==> src/rtl/matrix_pkg.sv <==
// Shared definitions for the matrix adder and the result streamer.
// MATRIX_STREAM_STATUS_EN adds the trailing overflow status beat.
package matrix_pkg;

  localparam int ELEM_W   = 8;
  localparam int DIM      = 5;
  localparam int MATRIX_W = DIM * DIM * ELEM_W;
  localparam int IDX_W    = 3;
  localparam int FLAT_W   = 5;

  typedef enum logic [1:0] {
    ST_IDLE   = 2'd0,
    ST_SEND   = 2'd1
`ifdef MATRIX_STREAM_STATUS_EN
    ,
    ST_STATUS = 2'd2
`endif
  } stream_state_t;

endpackage

==> src/rtl/matrix_index_counter.sv <==
// Row-major row/col counter for the result streamer; the row wraps
// past DIM-1 to DIM, which doubles as the status beat coordinate.
module matrix_index_counter #(
  parameter int DIM = matrix_pkg::DIM
) (
  input  logic                          clk,
  input  logic                          reset,
  input  logic                          clear,
  input  logic                          advance,
  output logic [matrix_pkg::IDX_W-1:0]  row,
  output logic [matrix_pkg::IDX_W-1:0]  col,
  output logic [matrix_pkg::FLAT_W-1:0] flat_idx,
  output logic                          last_elem
);
  import matrix_pkg::*;

  always_ff @(posedge clk or posedge reset) begin
    if (reset) begin
      row <= '0;
      col <= '0;
    end else if (clear) begin
      row <= '0;
      col <= '0;
    end else if (advance) begin
      if (col == IDX_W'(DIM - 1)) begin
        col <= '0;
        row <= row + IDX_W'(1);
      end else begin
        col <= col + IDX_W'(1);
      end
    end
  end

  always_comb begin
    flat_idx  = FLAT_W'(row) * FLAT_W'(DIM) + FLAT_W'(col);
    last_elem = (row == IDX_W'(DIM - 1)) && (col == IDX_W'(DIM - 1));
  end

endmodule

==> src/rtl/matrix_result_streamer.sv <==
// Captures a packed DIM x DIM result matrix on start and streams it row-major
// over valid/ready. MATRIX_STREAM_STATUS_EN appends an overflow status beat.
module matrix_result_streamer #(
  parameter int ELEM_W = matrix_pkg::ELEM_W,
  parameter int DIM    = matrix_pkg::DIM
) (
  input  logic                         clk,
  input  logic                         reset,
  input  logic                         start,
  input  logic [DIM*DIM*ELEM_W-1:0]    matrix_in,
  input  logic                         overflow_in,
  output logic                         busy,
  output logic [ELEM_W-1:0]            out_data,
  output logic                         out_valid,
  input  logic                         out_ready,
  output logic                         out_last,
  output logic [matrix_pkg::IDX_W-1:0] out_row,
  output logic [matrix_pkg::IDX_W-1:0] out_col,
  output logic                         overflow_out,
  output logic                         done
);
  import matrix_pkg::*;

  stream_state_t state, state_next;

  logic [DIM*DIM*ELEM_W-1:0] cap;
  logic [FLAT_W-1:0]         flat_idx;
  logic [FLAT_W-1:0]         next_flat;
  logic                      last_elem;
  logic                      hs;
  logic                      capture;
  logic                      cnt_clear;
  logic                      cnt_adv;
  logic                      finish;

  matrix_index_counter #(.DIM(DIM)) u_index (
    .clk       (clk),
    .reset     (reset),
    .clear     (cnt_clear),
    .advance   (cnt_adv),
    .row       (out_row),
    .col       (out_col),
    .flat_idx  (flat_idx),
    .last_elem (last_elem)
  );

  assign hs        = out_valid && out_ready;
  assign next_flat = flat_idx + FLAT_W'(1);

  always_ff @(posedge clk or posedge reset) begin
    if (reset) state <= ST_IDLE;
    else       state <= state_next;
  end

  always_comb begin
    state_next = state;
    capture    = 1'b0;
    cnt_clear  = 1'b0;
    cnt_adv    = 1'b0;
    finish     = 1'b0;
    case (state)
      ST_IDLE: begin
        if (start) begin
          capture    = 1'b1;
          cnt_clear  = 1'b1;
          state_next = ST_SEND;
        end
      end
      ST_SEND: begin
        if (hs) begin
          if (last_elem) begin
`ifdef MATRIX_STREAM_STATUS_EN
            cnt_adv    = 1'b1;
            state_next = ST_STATUS;
`else
            cnt_clear  = 1'b1;
            finish     = 1'b1;
            state_next = ST_IDLE;
`endif
          end else begin
            cnt_adv = 1'b1;
          end
        end
      end
`ifdef MATRIX_STREAM_STATUS_EN
      ST_STATUS: begin
        if (hs) begin
          cnt_clear  = 1'b1;
          finish     = 1'b1;
          state_next = ST_IDLE;
        end
      end
`endif
      default: state_next = ST_IDLE;
    endcase
  end

  // Beat registers load the element the counter is about to point at, so the
  // payload changes in the same edge as the coordinates and holds otherwise.
  always_ff @(posedge clk or posedge reset) begin
    if (reset) begin
      cap          <= '0;
      overflow_out <= 1'b0;
      out_data     <= '0;
      out_last     <= 1'b0;
      out_valid    <= 1'b0;
      busy         <= 1'b0;
      done         <= 1'b0;
    end else begin
      done      <= finish;
      out_valid <= (state_next != ST_IDLE);
      busy      <= (state_next != ST_IDLE);
      if (capture) begin
        cap          <= matrix_in;
        overflow_out <= overflow_in;
        out_data     <= matrix_in[ELEM_W-1:0];
        out_last     <= 1'b0;
      end else if (finish) begin
        out_data <= '0;
        out_last <= 1'b0;
      end else if (cnt_adv) begin
`ifdef MATRIX_STREAM_STATUS_EN
        if (last_elem) begin
          out_data <= ELEM_W'(overflow_out);
          out_last <= 1'b1;
        end else begin
          out_data <= cap[int'(next_flat)*ELEM_W +: ELEM_W];
          out_last <= 1'b0;
        end
`else
        out_data <= cap[int'(next_flat)*ELEM_W +: ELEM_W];
        out_last <= (next_flat == FLAT_W'(DIM*DIM - 1));
`endif
      end
    end
  end

endmodule

==> config.mk <==
export PLATFORM = sky130hd
export DESIGN_NAME = matrix_result_streamer
export DESIGN_NICKNAME = d
export VERILOG_FILES = /design/src/rtl/matrix_pkg.sv /design/src/rtl/matrix_index_counter.sv /design/src/rtl/matrix_result_streamer.sv
export SDC_FILE = /design/constraint.sdc
export NUM_CORES = 1
export LEC_CHECK = 0
export CORE_MARGIN = 1.5
export CORE_UTILIZATION = 45
export CTS_CLUSTER_SIZE = 24
export DETAILED_ROUTE_END_ITERATION = 16
export HOLD_SLACK_MARGIN = 0.12
export PLACE_DENSITY = 0.75
export RECOVER_POWER = 25
export SLEW_MARGIN = 0
export SYNTH_ARGS = -nofsm -noshare
export SYNTH_HDL_FRONTEND = slang
export SYNTH_HIERARCHICAL = 1
export SYNTH_SLANG_ARGS = --single-unit
==> constraint.sdc <==
create_clock -name clk -period 7.1 [get_ports clk]
set_input_delay 1.065 -clock clk [delete_from_list [all_inputs] [get_ports clk]]
set_output_delay 1.065 -clock clk [all_outputs]
set_load 0.005 [all_outputs]
==> impl_metrics.env <==
export IMPL_routed_wl_um=27400
export IMPL_cp_common_cell="a22oi_1"
export IMPL_initial_utilization=0.458
export IMPL_critPathKind="reg2reg"
export IMPL_final_cells=1612
export IMPL_num_rows=55
export IMPL_holdBufCountCts=0
export IMPL_drtIter0Drc=580
export IMPL_crit_path_top_delay_cell="ha_2"
export IMPL_finalMaxSlewViolations=136
export IMPL_drive_gt1_frac=0.0633
export IMPL_clk_latency_ps=520
export IMPL_setup_tns_final_ps=0
export IMPL_htree_num_levels=1
export IMPL_post_cts_setup_buffers=0
export IMPL_holdWs_ps=467
export IMPL_io_buffers=223
export IMPL_crit_chain="ha_2 -> ha_1 -> xor2_4 -> and2_1 -> a22oi_1 -> a22oi_1 -> nor2_1 -> o32a_1"
export IMPL_numCtsBuffers=24
export IMPL_io_pins=224
export IMPL_postRouteAntennaNets=0
export IMPL_area_growth_pct=30.7
export IMPL_synth_fa_ha_area_frac=0.0189
export IMPL_synth_area_per_cell_um2=9.20
export IMPL_synth_seq_cells=220
export IMPL_drcViolationCount=0
export IMPL_antennaDiodeCount=0
export IMPL_cpPeakStageDelay_ps=990
export IMPL_drt_pass1_iterations=5
export IMPL_peakVddDrop_v=0.000138
export IMPL_root_buffer="clkbuf_16"
export IMPL_synthXorXnorAreaFrac=0.00907
export IMPL_endpoint_kind="flop"
export IMPL_fin_nets=1532
export IMPL_drv_cap=1
export IMPL_violations="capacitance limit, slew limit"
export IMPL_syn_nets=1345
export IMPL_worst_slack_ps=2980
export IMPL_rsz0062_at_grt="false"
export IMPL_cp_num_buf_inv=0
export IMPL_hold_class="reg2reg"
export IMPL_ys_flop_type="dfrtp_1"
export IMPL_max_freq_mhz=243
export IMPL_cp_required_ps=7490
export IMPL_pre_cts_slack_ps=3080
export IMPL_skew_ps=19.9
export IMPL_dieArea_um2=23900
export IMPL_path_max_fanout=32
export IMPL_ys_types=38
export IMPL_cp_top_family="adder cells"
export IMPL_fin_crit_sh=0.580
export IMPL_cp_start_kind="flop"
export IMPL_clock_path_buffers=3
export IMPL_grt_pass1_vias=8329
export IMPL_die_h_um=155
export IMPL_dp_hpwl_um=18900
export IMPL_cts_sinks=220
export IMPL_synthMuxAreaShare=0.112
export IMPL_cts_resized_gates=0
export IMPL_wl_per_cell_um=17.0
export IMPL_gp_congestion=0.801
export IMPL_synth_edf_count=0
export IMPL_grt_pass1_wl_um=43400
export IMPL_arrival_ps=4500
export IMPL_yosysSeqAreaShare=0.532
export IMPL_cts_tree="done"
export IMPL_synth_top_family_by_area="simple AND/OR/NAND/NOR gates"
export IMPL_finalHoldViolations=0
export IMPL_grt_max_degree=202
export IMPL_viasPerCell=5.16
export IMPL_placedCellCount=1571
export IMPL_status="finished with violations"
export IMPL_finalSetupViolCount=0
export IMPL_yosys_area_share_simple=0.245
export IMPL_netlist_area_um2=10300
export IMPL_ys_warn_count=6
export IMPL_postSynthCellCount=1125
export IMPL_p_per_area_nw_per_um2=257
export IMPL_fp_dieW_um=155
export IMPL_via_count=8313
export IMPL_power_leakage_nw=6.51
export IMPL_period_minus_slack_ps=4120
export IMPL_gr_total_overflow=0
export IMPL_track_usage=0.231
export IMPL_clk_pin_slew_worst_paths_ps=60
export IMPL_synth_compound_area_frac=0.0496
export IMPL_p_total_mw=3.47
export IMPL_grt_antenna_before_repair=0
export IMPL_core_area_um2=22600
export IMPL_slew_headroom=-0.889
export IMPL_worst_pin_slew_ps=2830
export IMPL_async_flop_share=1.00
-- cell usage after synthesis (9+ instances only) --
| cell | number | area [µm²] |
|---|---|---|
| nand2_1 | 625 | 2350 |
| dfrtp_1 | 220 | 5510 |
| clkbuf_1 | 48 | 180 |
| mux2i_1 | 42 | 420 |
| mux4_2 | 28 | 631 |
| nor2_1 | 19 | 71.3 |
| a21oi_1 | 14 | 70.1 |
| a22oi_1 | 14 | 105 |
| ha_1 | 14 | 175 |
| o21ai_0 | 10 | 50.1 |
| buf_4 | 9 | 67.6 |
| inv_1 | 9 | 33.8 |
-- placed cells by master, fill, tap and decap left out, types with 4 or more instances in the layout --
| cell | n |
|---|---|
| mux4_2 | 28 |
| o41ai_1 | 8 |
| nand2_1 | 625 |
| nand3_1 | 5 |
| a22oi_1 | 14 |
| clkdlybuf4s50_1 | 221 |
| mux4_1 | 4 |
| nor2_1 | 18 |
| clkinv_2 | 5 |
| ha_1 | 12 |
| a221oi_1 | 7 |
| clkbuf_16 | 25 |
| mux2i_1 | 42 |
| o32a_1 | 8 |
| nand2b_1 | 5 |
| o21ai_0 | 10 |
| inv_1 | 8 |
| a21oi_1 | 14 |
| dfrtp_1 | 220 |
| clkbuf_8 | 6 |
-- flip-flops by register name, indices dropped and copies added (netlist names), 2 cells and up --
| name | cells |
|---|---|
| u_index/col | 3 |
| u_index/row | 3 |
| cap | 200 |
| out_data | 8 |
| state | 2 |
-- where the power goes --
group          total, mW  switching (mW)  internal [mW]
Combinational      0.645           0.316          0.328
Sequential          1.56           0.110           1.45
Clock               1.26           0.492          0.771
Total               3.47           0.918           2.55
-- final timing paths --
path | slack (ps) | end | cells after the start | startpoint
worst max-delay path | 2980 | out_data[3] | 8 | u_index/col[0]
worst min-delay path | 470 | cap[70] | 2 | cap[70]
worst max register to register | 2980 | out_data[3] | 8 | u_index/col[0]
worst min register to register | 470 | cap[70] | 2 | cap[70]
max in group asynchronous | 3010 | cap[42] | 3 | reset
min in group asynchronous | 960 | u_index/row[0] | 2 | reset
-- through the flow --
step	util	instance area [µm²]
3_3_place_gp	0.564	12700
2_1_floorplan	-	10300
5_1_grt	0.599	13500
3_5_place_dp	0.564	12700
4_1_cts	0.600	13500
6_report	0.599	13500
-- per-layer routing --
layer	share of wire	track usage
met1	0.43	0.315
met2	0.48	0.382
met3	0.051	0.0319
met4	0.034	0.0806
met5	0	0
-- layout make-up --
cell class	count	area [µm²]
multi-input cells	830	4550
inverters	9	37.5
clock inverters	8	92.6
fillers	1935	9040
clock buffers	33	716
well taps	285	357
flip-flops and latches	220	5510
repair buffers	227	2270
-- cells by family (layout without fill, tap and decap cells) --
logic type / after synthesis / after routing
AOI/OAI and AO/OA: 68 / 68
xor gates and xnor gates: 9 / 9
muxes: 74 / 74
DFF: 220 / 220
buffers and inverters: 75 / 277
and+or+nand+nor: 663 / 663
other: 1 / 1
adders and majority gates: 15 / 15
-- worst reg2reg max path, cell delays in order (launching register included) --
cell,delay (ps)
dfrtp_1,440
ha_2,990
ha_1,510
xor2_4,780
and2_1,420
a22oi_1,190
a22oi_1,240
nor2_1,70
o32a_1,350
(Power assumes the default switching activity.)
